==> config.mk <==
export PLATFORM = sky130hd
export DESIGN_NAME = avalon_mm_mult_slave_v2_flat
export DESIGN_NICKNAME = d
export VERILOG_FILES = /design/src/rtl/avalon_mm_mult_slave_v2_if.sv /design/src/rtl/avalon_mm_mult_slave_v2.sv /design/src/flat_wrapper.sv
export SDC_FILE = /design/constraint.sdc
export NUM_CORES = 1
export LEC_CHECK = 0
export CAP_MARGIN = 5
export CORE_ASPECT_RATIO = 0.5
export CORE_UTILIZATION = 57
export CTS_CLUSTER_SIZE = 25
export DETAILED_ROUTE_END_ITERATION = 6
export GPL_TIMING_DRIVEN = 0
export PLACE_DENSITY = 0.74
export SLEW_MARGIN = 10
export SYNTH_ARGS = -nofsm -noshare
export SYNTH_HDL_FRONTEND = slang
export SYNTH_SLANG_ARGS = --single-unit
export TNS_END_PERCENT = 50
==> constraint.sdc <==
create_clock -name clk -period 4.1 [get_ports clk]
set_clock_uncertainty 0.1 [all_clocks]
set_input_delay 0.82 -clock clk [delete_from_list [all_inputs] [get_ports clk]]
set_output_delay 0.82 -clock clk [all_outputs]
set_load 0.05 [all_outputs]
==> src/rtl/avalon_mm_mult_slave_v2_if.sv <==
// Avalon-MM bus bundle for the multiplier slave.
// The master drives requests; the slave answers with stall and read data.
interface avalon_mm_mult_slave_v2_if #(
    parameter int AW = 4,
    parameter int DW = 16
);
    logic [AW-1:0] addr;
    logic          read;
    logic          write;
    logic [DW-1:0] write_data;
    logic [DW-1:0] read_data;
    logic          readdatavalid;
    logic          waitrequest;

    modport master (
        output addr, read, write, write_data,
        input  read_data, readdatavalid, waitrequest
    );

    modport slave (
        input  addr, read, write, write_data,
        output read_data, readdatavalid, waitrequest
    );
endinterface

==> src/rtl/avalon_mm_mult_slave_v2.sv <==
// Avalon-MM slave around a shift-add SZ x SZ unsigned multiplier.
// Registered reads (latency 1), stalls while busy, optional done interrupt.
module avalon_mm_mult_slave_v2 #(
    parameter int SZ = 32,
    parameter int DW = 16,
    parameter int AW = 4
) (
    input  logic clk,
    input  logic _rst,
    avalon_mm_mult_slave_v2_if.slave bus,
    output logic irq
);
    localparam int NA = SZ / DW;
    localparam int CW = $clog2(SZ + 1);
    localparam logic [AW-1:0] CTRL_ADDR = AW'(4 * NA);
    localparam logic [AW-1:0] STAT_ADDR = AW'(4 * NA + 1);

    typedef enum logic {IDLE, BUSY} state_t;

    state_t state, state_nxt;

    logic [SZ-1:0]   a_reg, b_reg, mplier;
    logic [2*SZ-1:0] res_reg, mcand, acc, acc_sum;
    logic [CW-1:0]   count;
    logic            done, irq_en;
    logic            req, accept, rd_acc, wr_acc;
    logic            ctrl_wr, start, last_iter;
    logic [DW-1:0]   rd_mux, rd_data_q;
    logic            rdv_q;

    assign req = bus.read | bus.write;
    // STATUS stays readable while busy so software can poll
    assign bus.waitrequest = (state == BUSY) & req
                           & (bus.addr != STAT_ADDR);
    assign accept = req & ~bus.waitrequest;
    assign rd_acc = accept & bus.read;
    assign wr_acc = accept & bus.write & ~bus.read;
    assign ctrl_wr = wr_acc & (bus.addr == CTRL_ADDR);
    assign start = ctrl_wr & bus.write_data[0];
    assign last_iter = (state == BUSY) & (count == CW'(SZ - 1));
    assign acc_sum = acc + (mplier[0] ? mcand : '0);

    assign irq = done & irq_en;
    assign bus.read_data = rd_data_q;
    assign bus.readdatavalid = rdv_q;

    always_ff @(posedge clk) begin
        if (!_rst) state <= IDLE;
        else       state <= state_nxt;
    end

    always_comb begin
        state_nxt = state;
        unique case (state)
            IDLE:    if (start) state_nxt = BUSY;
            BUSY:    if (last_iter) state_nxt = IDLE;
            default: state_nxt = IDLE;
        endcase
    end

    always_comb begin
        rd_mux = '0;
        for (int i = 0; i < NA; i++) begin
            if (bus.addr == AW'(i))
                rd_mux = a_reg[i*DW +: DW];
            if (bus.addr == AW'(NA + i))
                rd_mux = b_reg[i*DW +: DW];
        end
        for (int j = 0; j < 2 * NA; j++) begin
            if (bus.addr == AW'(2 * NA + j))
                rd_mux = res_reg[j*DW +: DW];
        end
        if (bus.addr == CTRL_ADDR)
            rd_mux[2] = irq_en;
        if (bus.addr == STAT_ADDR) begin
            rd_mux[0] = (state == BUSY);
            rd_mux[1] = done;
        end
    end

    always_ff @(posedge clk) begin
        if (!_rst) begin
            a_reg     <= '0;
            b_reg     <= '0;
            res_reg   <= '0;
            mcand     <= '0;
            mplier    <= '0;
            acc       <= '0;
            count     <= '0;
            done      <= 1'b0;
            irq_en    <= 1'b0;
            rd_data_q <= '0;
            rdv_q     <= 1'b0;
        end else begin
            if (wr_acc) begin
                for (int i = 0; i < NA; i++) begin
                    if (bus.addr == AW'(i))
                        a_reg[i*DW +: DW] <= bus.write_data;
                    if (bus.addr == AW'(NA + i))
                        b_reg[i*DW +: DW] <= bus.write_data;
                end
            end
            if (ctrl_wr)
                irq_en <= bus.write_data[2];
            // start outranks done_clr when both are written together
            if (start) begin
                mcand  <= {{SZ{1'b0}}, a_reg};
                mplier <= b_reg;
                acc    <= '0;
                count  <= '0;
                done   <= 1'b0;
            end else if (state == BUSY) begin
                acc    <= acc_sum;
                mcand  <= mcand << 1;
                mplier <= mplier >> 1;
                count  <= count + CW'(1);
                if (last_iter) begin
                    res_reg <= acc_sum;
                    done    <= 1'b1;
                end
            end else if (ctrl_wr && bus.write_data[1]) begin
                done <= 1'b0;
            end
            if (rd_acc) begin
                rd_data_q <= rd_mux;
                rdv_q     <= 1'b1;
            end else begin
                rdv_q <= 1'b0;
            end
        end
    end
endmodule

==> src/flat_wrapper.sv <==
// flat-port wrapper written by rule: the top's interface ports become plain ports
module avalon_mm_mult_slave_v2_flat 
#(
    parameter int SZ = 32,
    parameter int DW = 16,
    parameter int AW = 4
)
  (clk, _rst, irq, bus_addr, bus_read, bus_write, bus_write_data, bus_read_data, bus_readdatavalid, bus_waitrequest);
  avalon_mm_mult_slave_v2_if #(.AW(AW), .DW(DW)) bus_i ();
  input  logic clk;
  input  logic _rst;
  output logic irq;
  input wire logic [$bits(bus_i.addr)-1:0] bus_addr;
  input wire logic [$bits(bus_i.read)-1:0] bus_read;
  input wire logic [$bits(bus_i.write)-1:0] bus_write;
  input wire logic [$bits(bus_i.write_data)-1:0] bus_write_data;
  output wire logic [$bits(bus_i.read_data)-1:0] bus_read_data;
  output wire logic [$bits(bus_i.readdatavalid)-1:0] bus_readdatavalid;
  output wire logic [$bits(bus_i.waitrequest)-1:0] bus_waitrequest;
  assign bus_i.addr = bus_addr;
  assign bus_i.read = bus_read;
  assign bus_i.write = bus_write;
  assign bus_i.write_data = bus_write_data;
  assign bus_read_data = bus_i.read_data;
  assign bus_readdatavalid = bus_i.readdatavalid;
  assign bus_waitrequest = bus_i.waitrequest;
  avalon_mm_mult_slave_v2 #(.SZ(SZ), .DW(DW), .AW(AW)) u_core (.clk(clk), ._rst(_rst), .bus(bus_i), .irq(irq));
endmodule
==> flow_metrics.py <==
metrics = {
    "global_route": {
        "grt_pass1_vias": 14700,
        "grt_pass1_wl_mm": 86.9,
        "grt_max_degree": 17,
        "grt_usage_pct": 37.6,
        "gr-total-overflow": 0,
        "antenna_found_initial": 1,
    },
    "sta": {
        "hold_viol_final": 0,
        "rsz0062_at_grt": "no",
        "fmax_ghz": 0.251,
        "slew_headroom_pct": 8.00,
        "post-route-min-period_ns": 3.98,
        "report.final.slew_viol_count": 0,
        "fin_ws_ns": 0.122,
        "whs_ns": 0.357,
        "finalSetupViolations": 0,
        "finalCritPeriodShare_pct": 97.0,
        "worstMarginPinSlew_ns": 1.38,
        "tns_ns": 0,
    },
    "route": {
        "vias_per_cell": 6.34,
        "vias": 16200,
        "wl_mm": 57.4,
        "ant_nets": 0,
        "drc": 0,
        "drtIter0Drc": 2232,
        "wl_per_cell_microns": 22.5,
        "drt_first_pass_iters": 6,
    },
    "cells_and_area": {
        "nets": 2237,
        "layout_commonest_cell": "nand2_1",
        "seqCellArea_sq_um": 6290,
        "drive_above_1_share_pct": 5.90,
        "multi_input_area_sq_um": 9870,
        "area_delta_synth_final_pct": 12.0,
        "fillCellCount": 2491,
        "final_cell_mix": "335 x nand2_1, 313 x dfxtp_1, 216 x a21oi_1",
        "fin_util_pct": 66.4,
    },
    "power_and_ir_drop": {
        "peakVddDrop_v": 0.000342,
        "leakage_nw": 6.76,
        "p_per_area_nw_per_um2": 342,
    },
    "clock_network": {
        "cts_tree": "done",
        "clkTransAtPathRegs_ns": 0.07,
        "cts_buffers": 29,
        "ctsLongestPathBuffers": 3,
        "cts_htree_levels": 1,
        "clk_latency_ns": 0.58,
        "hold_buffers": 0,
        "root_buffer": "clkbuf_16",
        "cts.sinks": 314,
    },
    "synth": {
        "synth-seq-cells": 314,
        "synth-seq-area-share_pct": 37.4,
        "async_flop_share_pct": 0,
        "syn_avg_cell_area_sq_um": 8.09,
        "synth_edf_count": 0,
        "syn_inst": 2076,
        "synth_nets": 2165,
        "synth.distinct_cells": 74,
        "synth_area_sq_um": 16800,
        "synth-main-ff-cell": "dfxtp_1",
        "ys_warn_count": 0,
    },
    "die": {
        "core.rowCount": 43,
        "dieArea_sq_um": 30200,
        "start_util_pct": 59.3,
        "die_h_microns": 123,
        "coreArea_sq_um": 28300,
        "fp.dieW_microns": 245,
        "num_io_pins": 43,
    },
    "flow_run": {
        "drv_cap": 0,
    },
    "worst_setup_path": {
        "path_cells": "clkbuf_1, and2_1, ha_1, clkbuf_1, nand2_1, nor2_1, nand3_1, a21oi_1, nor2_1, o21ai_0, a31oi_1, mux2i_1, a31o_2",
        "cp.arrival_ns": 4.35,
        "cpMaxStageDelayCell": "dfxtp_4",
        "cp-end-kind": "flip-flop",
        "cp.required_ns": 4.47,
        "crit_path_max_incr_delay_ns": 0.52,
        "startpoint_type": "flip-flop",
        "crit_fanout": 11,
        "path_class": "reg2reg",
    },
    "placed_design": {
        "io_buffers": 39,
        "dpl_worst_slack_ns": -0.889,
        "hpwlAfterDp_mm": 43.4,
        "gp_congestion": 0.993,
    },
    "worst_hold_path": {
        "hold_path.class": "reg2reg",
    },
    "status": {
        "status": "completed",
    },
}
area by class of cell:
cell class	instances	share of cell area, %
Clock inverter	17	1.41
Timing Repair Buffer	42	2.20
Sequential cell	314	33.4
Multi-Input combinational cell	1596	52.5
Tap cell	382	2.54
Clock buffer	37	4.34
Inverter	14	0.279
Antenna cell	1	0.0133
Buffer	151	3.30
power breakdown:
part | internal (W) | leakage (nW) | switching, W
sequential | 0.00306 | 2.53 | 0.0000130
clock | 0.00180 | 0.526 | 0.00130
combinational | 0.0000693 | 3.70 | 0.000194
per-layer routing:
layer | vias up | wire [microns] | GRT usage, %
met2 | 815 | 24000 | 56.9
li1 | 7598 | - | -
met4 | 0 | 1240 | 8.98
met3 | 90 | 6280 | 6.75
met5 | - | 0 | 0
met1 | 7685 | 25900 | 55.0
Yosys cell counts, drive strengths merged, types with 14 or more instances:
cell type / number / share of area, %
nand4: 30 / 1.1
dfxtp: 314 / 37
a21o: 32 / 1.4
a222oi: 15 / 0.89
a21oi: 217 / 6.5
mux2i: 125 / 7.5
or3: 18 / 0.67
a221oi: 19 / 1.1
inv: 14 / 0.31
nor2: 173 / 3.9
nand2: 338 / 7.6
a31oi: 31 / 1.3
a211oi: 50 / 2.3
o21ai: 88 / 2.6
nand3: 54 / 1.6
xor2: 21 / 1.1
nor3: 29 / 0.92
ha: 64 / 4.8
clkbuf: 105 / 2.3
and2: 76 / 2.8
a22oi: 31 / 1.4
xnor2: 29 / 1.5
buf: 47 / 1.4
stage by stage:
stage	total power, W	area, sq um	std cells
floorplan	0.00328	16800	2076
global placement	0.00340	17700	2497
detailed placement	0.00340	17700	2498
CTS	0.00643	18800	2553
global route	0.00658	18800	2553
finish	0.00644	18800	2554
timing repair:
item,4_1_cts,5_1_grt
cloned,0,0
pin swaps,1,0
setup buffers,2,0
resized for setup,6,4
endpoints found under the setup margin,82,31
critical path, delay by kind of cell (launching register included):
| kind | cells | cell delay (ns) |
|---|---|---|
| compound gates | 4 | 1.31 |
| fa+ha+maj | 1 | 0.14 |
| buf+inv | 2 | 0.58 |
| flops | 1 | 0.52 |
| mux | 1 | 0.17 |
| simple gates | 5 | 1.06 |
worst paths after layout:
check	start	slack (ns)	endpoint	cells after the start
hold / removal	u_core.mplier[24]	0.36	u_core.mplier[24]	2
hold reg to reg	u_core.mplier[24]	0.36	u_core.mplier[24]	2
setup / recovery	u_core.mplier[0]	0.12	u_core.acc[31]	13
setup reg to reg	u_core.mplier[0]	0.12	u_core.acc[31]	13
kinds of logic after synthesis:
| group | Yosys count | share of synthesized area (%) |
|---|---|---|
| compound gates | 576 | 22.2 |
| xor+xnor | 50 | 2.61 |
| fa+ha+maj | 65 | 4.89 |
| buf+inv | 166 | 4.02 |
| flops | 314 | 37.4 |
| mux | 125 | 7.45 |
| simple gates | 780 | 21.4 |
(Power assumes the default switching activity.)
